`src/rtl/prefix_adder_pipe.sv`:
```
// Pipelined Kogge-Stone adder with valid/ready handshakes on both sides.
// Optional macro PREFIX_ADDER_SUB_EN adds the in_sub port (per-beat a + ~b + 1).
module prefix_adder_pipe #(
  parameter int WIDTH       = 16,
  parameter int PIPE_STAGES = 2,
  parameter int TAG_W       = 4
) (
  input  logic             clk,
  input  logic             rst_n,
  input  logic             in_valid,
  output logic             in_ready,
  input  logic [WIDTH-1:0] in_a,
  input  logic [WIDTH-1:0] in_b,
  input  logic             in_cin,
  input  logic [TAG_W-1:0] in_tag,
`ifdef PREFIX_ADDER_SUB_EN
  input  logic             in_sub,
`endif
  output logic             out_valid,
  input  logic             out_ready,
  output logic [WIDTH-1:0] out_sum,
  output logic             out_cout,
  output logic             out_ovf,
  output logic [TAG_W-1:0] out_tag
);

  localparam int LEVELS = $clog2(WIDTH);
  localparam int LAST   = PIPE_STAGES - 1;

  logic [WIDTH-1:0]       gQ   [PIPE_STAGES];
  logic [WIDTH-1:0]       pQ   [PIPE_STAGES];
  logic [WIDTH-1:0]       p0Q  [PIPE_STAGES];
  logic [TAG_W-1:0]       tagQ [PIPE_STAGES];
  logic [PIPE_STAGES-1:0] cinQ;
  logic [PIPE_STAGES-1:0] validQ;
  logic [WIDTH-1:0]       sumQ;
  logic                   coutQ;
  logic                   ovfQ;

  logic [WIDTH-1:0]       gIn   [PIPE_STAGES];
  logic [WIDTH-1:0]       pIn   [PIPE_STAGES];
  logic [WIDTH-1:0]       p0In  [PIPE_STAGES];
  logic [TAG_W-1:0]       tagIn [PIPE_STAGES];
  logic [PIPE_STAGES-1:0] cinIn;
  logic [PIPE_STAGES-1:0] validIn;
  logic [PIPE_STAGES-1:0] canLoad;
  logic [WIDTH-1:0]       gD [PIPE_STAGES];
  logic [WIDTH-1:0]       pD [PIPE_STAGES];
  logic [WIDTH-1:0]       sumD;
  logic                   coutD;
  logic                   ovfD;
  logic [WIDTH-1:0]       bEff;
  logic                   cinEff;

`ifdef PREFIX_ADDER_SUB_EN
  assign bEff   = in_sub ? ~in_b : in_b;
  assign cinEff = in_sub | in_cin;
`else
  assign bEff   = in_b;
  assign cinEff = in_cin;
`endif

  // Carry-in is folded into bit 0's generate so the tree needs no extra level.
  always_comb begin
    p0In[0]    = in_a ^ bEff;
    gIn[0]     = in_a & bEff;
    gIn[0][0]  = gIn[0][0] | (p0In[0][0] & cinEff);
    pIn[0]     = p0In[0];
    cinIn[0]   = cinEff;
    tagIn[0]   = in_tag;
    validIn[0] = in_valid;
    for (int k = 1; k < PIPE_STAGES; k++) begin
      gIn[k]     = gQ[k-1];
      pIn[k]     = pQ[k-1];
      p0In[k]    = p0Q[k-1];
      cinIn[k]   = cinQ[k-1];
      tagIn[k]   = tagQ[k-1];
      validIn[k] = validQ[k-1];
    end
    for (int k = 0; k < PIPE_STAGES; k++) begin
      gD[k] = gIn[k];
      pD[k] = pIn[k];
      for (int lv = 0; lv < LEVELS; lv++) begin
        if (lv >= (k * LEVELS) / PIPE_STAGES && lv < ((k + 1) * LEVELS) / PIPE_STAGES) begin
          for (int i = WIDTH - 1; i >= (1 << lv); i--) begin
            gD[k][i] = gD[k][i] | (pD[k][i] & gD[k][i - (1 << lv)]);
            pD[k][i] = pD[k][i] & pD[k][i - (1 << lv)];
          end
        end
      end
    end
  end

  assign sumD  = p0In[LAST] ^ {gD[LAST][WIDTH-2:0], cinIn[LAST]};
  assign coutD = gD[LAST][WIDTH-1];
  assign ovfD  = gD[LAST][WIDTH-1] ^ gD[LAST][WIDTH-2];

  // A stage may load when empty or when its contents move on this cycle.
  always_comb begin
    canLoad       = '0;
    canLoad[LAST] = !validQ[LAST] || out_ready;
    for (int k = LAST - 1; k >= 0; k--) begin
      canLoad[k] = !validQ[k] || canLoad[k+1];
    end
  end

  always_ff @(posedge clk or negedge rst_n) begin
    if (!rst_n) begin
      validQ <= '0;
      cinQ   <= '0;
      sumQ   <= '0;
      coutQ  <= 1'b0;
      ovfQ   <= 1'b0;
      for (int k = 0; k < PIPE_STAGES; k++) begin
        gQ[k]   <= '0;
        pQ[k]   <= '0;
        p0Q[k]  <= '0;
        tagQ[k] <= '0;
      end
    end else begin
      for (int k = 0; k < PIPE_STAGES; k++) begin
        if (canLoad[k]) begin
          validQ[k] <= validIn[k];
          if (validIn[k]) begin
            gQ[k]   <= gD[k];
            pQ[k]   <= pD[k];
            p0Q[k]  <= p0In[k];
            cinQ[k] <= cinIn[k];
            tagQ[k] <= tagIn[k];
          end
        end
      end
      if (canLoad[LAST] && validIn[LAST]) begin
        sumQ  <= sumD;
        coutQ <= coutD;
        ovfQ  <= ovfD;
      end
    end
  end

  assign in_ready  = canLoad[0];
  assign out_valid = validQ[LAST];
  assign out_sum   = sumQ;
  assign out_cout  = coutQ;
  assign out_ovf   = ovfQ;
  assign out_tag   = tagQ[LAST];

endmodule
```
`config.mk`:
```
export PLATFORM = sky130hd
export DESIGN_NAME = prefix_adder_pipe
export DESIGN_NICKNAME = d
export VERILOG_FILES = /design/src/rtl/prefix_adder_pipe.sv
export SDC_FILE = /design/constraint.sdc
export NUM_CORES = 1
export LEC_CHECK = 0
export BUFFER_PORTS_ARGS = -buffer_cell sky130_fd_sc_hd__buf_2
export CELL_PAD_IN_SITES_DETAIL_PLACEMENT = 1
export CELL_PAD_IN_SITES_GLOBAL_PLACEMENT = 2
export CORE_MARGIN = 3
export CORE_UTILIZATION = 38
export CTS_BUF_LIST = sky130_fd_sc_hd__clkbuf_2
export CTS_CLUSTER_SIZE = 10
export DETAILED_ROUTE_END_ITERATION = 8
export HOLD_SLACK_MARGIN = 0.12
export PLACE_DENSITY_LB_ADDON = 0.12
export SYNTH_ARGS = -nofsm -noshare
export SYNTH_HDL_FRONTEND = slang
export SYNTH_SLANG_ARGS = --single-unit
```
`constraint.sdc`:
```
create_clock -name clk -period 2.1 [get_ports clk]
set_clock_uncertainty 0.05 [all_clocks]
set_input_delay 0.21 -clock clk [delete_from_list [all_inputs] [get_ports clk]]
set_output_delay 0.21 -clock clk [all_outputs]
set_load 0.05 [all_outputs]
```
Yosys cells after proc, flatten, opt, wreduce, memory -nomap -nowiden --
Index checks and enable logic that the tools add are counted. Widths: inputs -> output; s select.
Word-level totals: bits in registers 77, latch bits 0, RAM bits 0, ROM bits 0, memories 0, input port bits 41
Cells by class: reduce and logical (&&, ||, !) cells 7, add/sub/neg operators 0, equal/unequal tests 0, order comparisons 0, bitwise gates (word level) 141, divide/modulo/power cells 0, shift operators 0, multiply operators 0, mux-type cells 0
Operators by type and width (number):
- $and 1x1->1 | 87
- $or 1x1->1 | 50
- $xor 16x16->16 | 2
- $and 16x16->16 | 1
- $reduce_and 2->1 | 2
- $logic_not 1->1 | 2
- $logic_or 1x1->1 | 2
- $logic_and 1x1->1 | 1
- $xor 1x1->1 | 1

Logic depth before layout (Yosys ltp) --
depth in word-level cells 7, mapped depth 7

Worst setup path after synthesis --
OpenSTA, ideal clock, no wires.
kind register -> register, from register validQ[1], to register p0Q (netlist bit p0In[3]), data arrival time 1.646 ns, setup slack 0.287 ns, cell stages (with the launch flop) 8, clock period less this slack 1.813 ns, data required time 1.933 ns, cells stage by stage dfrtp_1 nand3b_4 and2_1 clkbuf_2 buf_6 buf_6 nand2_1 nand2_1
Between the ends: cells in the longest elaborated chain, start to end 4
RTL lines:
- start: declaration | line 35 | logic [PIPE_STAGES-1:0] validQ;
- start signal: indexed assignment | line 123 | validQ[k] <= validIn[k];
- $logic_not 1->1 | line 101 | canLoad[LAST] = !validQ[LAST] || out_ready;
- $logic_or 1x1->1 | line 101
- $logic_or 1x1->1 | line 103 | canLoad[k] = !validQ[k] || canLoad[k+1];
- via in_ready | line 11 | output logic in_ready,
- $reduce_and 2->1 (no line)
- end signal: indexed assignment | line 127 | p0Q[k] <= p0In[k];
- end: declaration | line 32 | logic [WIDTH-1:0] p0Q [PIPE_STAGES];
The timed path passes the listed nets, and every way through them passes these cells. A chain may end at the register's enable or synchronous reset.

==> impl_metrics.toml <==
[global_route]
grt-ovfl-total = 0
grt_pass1_vias = 2888
grt_antenna_before_repair = 0
grtUsageTotal = 0.185
grt_pass1_wl_um = 14500
grt_max_degree = 74

[critical_path]
rr_startpoint = "validQ[0]$_DFFE_PN0N_"
crit_type = "input pin to flip-flop"
worstPathArrival_ps = 2500
cp.required_ps = 2530
crit_path_start_kind = "input pin"
crit_path_start = "in_b[15]"
critPathMaxFanout = 3
r2r-end = "gIn[15]$_DFFE_PN0P_"
reg2regPathDepth = 6
ff2ff_setup_slack_ps = 180
endpoint_kind = "flip-flop"

[timing]
finalSetupTns_ps = 0
fin_ws_ps = 27.6
fmax_mhz = 483
setup_viol = 0
finalHoldViolations = 0
worstMarginPinSlew_ps = 473
period_share = 0.987
slew_violations = 0
finalCriticalPeriod_ps = 2070
rsz0062_at_grt = "false"
slew_headroom = 0.684

[cells_and_area]
fin_util = 0.519
nNetsFinal = 511
finalInstanceArea_um2 = 4370
diodes = 0
layout-drive-gt1-share = 0.207
layout_commonest_cell = "nand2_1"
mostFrequentLayoutCells = "105 x nand2_1, 73 x dfrtp_1, 64 x buf_2"
fillCellCount = 989
area_growth_pct = 29.1

[yosys]
async_reset_ff_frac = 1.00
yosys_warnings = 0
synth_edf_count = 0
postSynthCellCount = 342
synth_seq_cells = 73
netlist_area_um2 = 3390
ys_seq_area_frac = 0.539
yosys_most_used_dff = "dfrtp_1"
syn-num-nets = 399
synthDistinctLibCells = 28
avgSynthCellArea_um2 = 9.90

[floorplanning]
die_w_um = 100
core_area_um2 = 8420
dieArea_um2 = 10100
die_y_um = 100
start_util = 0.402
ios = 65
fp-row-count = 33

[drt]
wire_per_inst_um = 15.4
ant_nets = 0
via_per_inst = 4.91
wl_met2_um = 3860
post-route-drc-count = 0
routed_wl_um = 8690
wl_met3_um = 294
route.layer.met1.wl_um = 4410
drtIter0Drc = 77
vias = 2771
dr.pass1.iters = 4
top_layer_used = "met4"

[flow_run]
maxCapViolCount = 0

[min_path]
hold_path_class = "input pin to flip-flop"
holdPathStages = 4
hold_path_end = "p0In[5]$_DFFE_PN0P_"
hp-start = "in_a[5]"

[placed_design]
gp_congestion = 0.742
port_buffers = 64
pre_cts_ws_ps = 478
placed_cell_area_um2 = 3810
dp_hpwl_um = 5880

[clock_tree]
cts_sinks = 73
clk_path_buf_depth = 2
clkTransAtPathRegs_ps = 230
post-cts-setup-buffers = 0
cts_root_buf = "clkbuf_2"
cts_buffers = 9
clk_latency_ps = 510
htree_levels = 3
cts_tree = "built"

[pwr]
vdd_drop_max_mv = 0.283
p_per_area_nw_per_um2 = 892
leakagePower_nw = 2.13

[status]
status = "complete, no violations"
[metrics by stage]
stage	power, W	cells	hold slack, ps
2_1_floorplan	0.00281	342	-136
3_3_place_gp	0.00317	501	225
3_5_place_dp	0.00321	501	226
4_1_cts	0.00395	564	120
5_1_grt	0.00415	564	143
6_report	0.00390	564	154
[area by class of cell]
type                    count  area, um2  share of cell area
flip-flops and latches     73       1830               0.418
multi-input cells         254       1480               0.338
repair buffers            116        853               0.195
well taps                 105        131              0.0301
clock buffers               9       45.0              0.0103
clock inverters             7       37.5             0.00859
[worst max-delay path by stage]
stage,endpoint,slack (ps)
final,gIn[15]$_DFFE_PN0P_,30
after global routing,gIn[15]$_DFFE_PN0P_,0.02
after CTS,gIn[15]$_DFFE_PN0P_,60
after detailed placement,gIn[14]$_DFFE_PN0P_,480
after global placement,gIn[14]$_DFFE_PN0P_,590
after floorplan,p0In[3]$_DFFE_PN0P_,290
[worst max-delay path, stage by stage]
cell and delay [ps]:
dlygate4sd3_1 530, buf_2 120, ha_1 270, dlygate4sd3_1 600, o21ai_0 100, a21oi_1 120, dlygate4sd3_1 550
[flip-flops by register name, summed over array words and instances, names as in the netlist]
| signal | count |
|---|---|
| cinQ | 1 |
| gD | 4 |
| gIn | 12 |
| out_cout | 1 |
| out_ovf | 1 |
| out_sum | 16 |
| out_tag | 4 |
| p0In | 15 |
| pD | 1 |
| pIn | 12 |
| tagIn | 4 |
| validQ | 2 |
[layer usage]
layer / up-vias / GRT usage
met5: - / 0
met4: 0 / 0.0622
met3: 10 / 0.0313
met2: 52 / 0.280
met1: 1312 / 0.269
li1: 1397 / -
[cells by family (layout without fill, tap and decap cells)]
family                   count (synthesis)  in the layout  share of synthesized area
XOR/XNOR                                17             17                     0.0440
adder cells (fa/ha/maj)                 16             16                     0.0591
multiplexers                             5              5                     0.0166
buffers and inverters                   15            132                     0.0255
AND/OR/NAND/NOR                        134            134                      0.164
flip-flops                              73             73                      0.539
AO/OA/AOI/OAI                           82             82                      0.151
[cell usage after synthesis (2+ instances only)]
cell | number | share of area
a31oi_1 | 4 | 0.0074
o21ai_0 | 24 | 0.035
nand2_1 | 105 | 0.12
xor2_1 | 4 | 0.010
xnor2_1 | 13 | 0.034
nand4_1 | 6 | 0.011
nand3_1 | 2 | 0.0030
nor2_1 | 13 | 0.014
a21o_1 | 11 | 0.024
o21a_1 | 7 | 0.016
o31ai_1 | 6 | 0.013
nand2b_1 | 3 | 0.0055
o211ai_1 | 7 | 0.016
a21oi_1 | 18 | 0.027
buf_6 | 2 | 0.0066
dfrtp_1 | 73 | 0.54
a31o_2 | 4 | 0.010
mux2_2 | 5 | 0.017
buf_2 | 8 | 0.012
clkbuf_1 | 3 | 0.0033
nand3b_1 | 2 | 0.0044
ha_1 | 16 | 0.059
[what timing repair did]
| action | 4_1_cts | 5_1_grt |
|---|---|---|
| hold buffers | 47 | 0 |
| resized for setup | 0 | 1 |
| endpoints found under the hold margin | 108 | 0 |
| setup endpoints to repair | 0 | 1 |
[report_power, final]
group | switching [W] | total [W] | internal [W]
Clock | 0.000507 | 0.000651 | 0.000144
Combinational | 0.000943 | 0.00142 | 0.000476
Sequential | 0.000165 | 0.00183 | 0.00167
Total | 0.00161 | 0.00390 | 0.00229
Power figures use the tool's default switching activity.
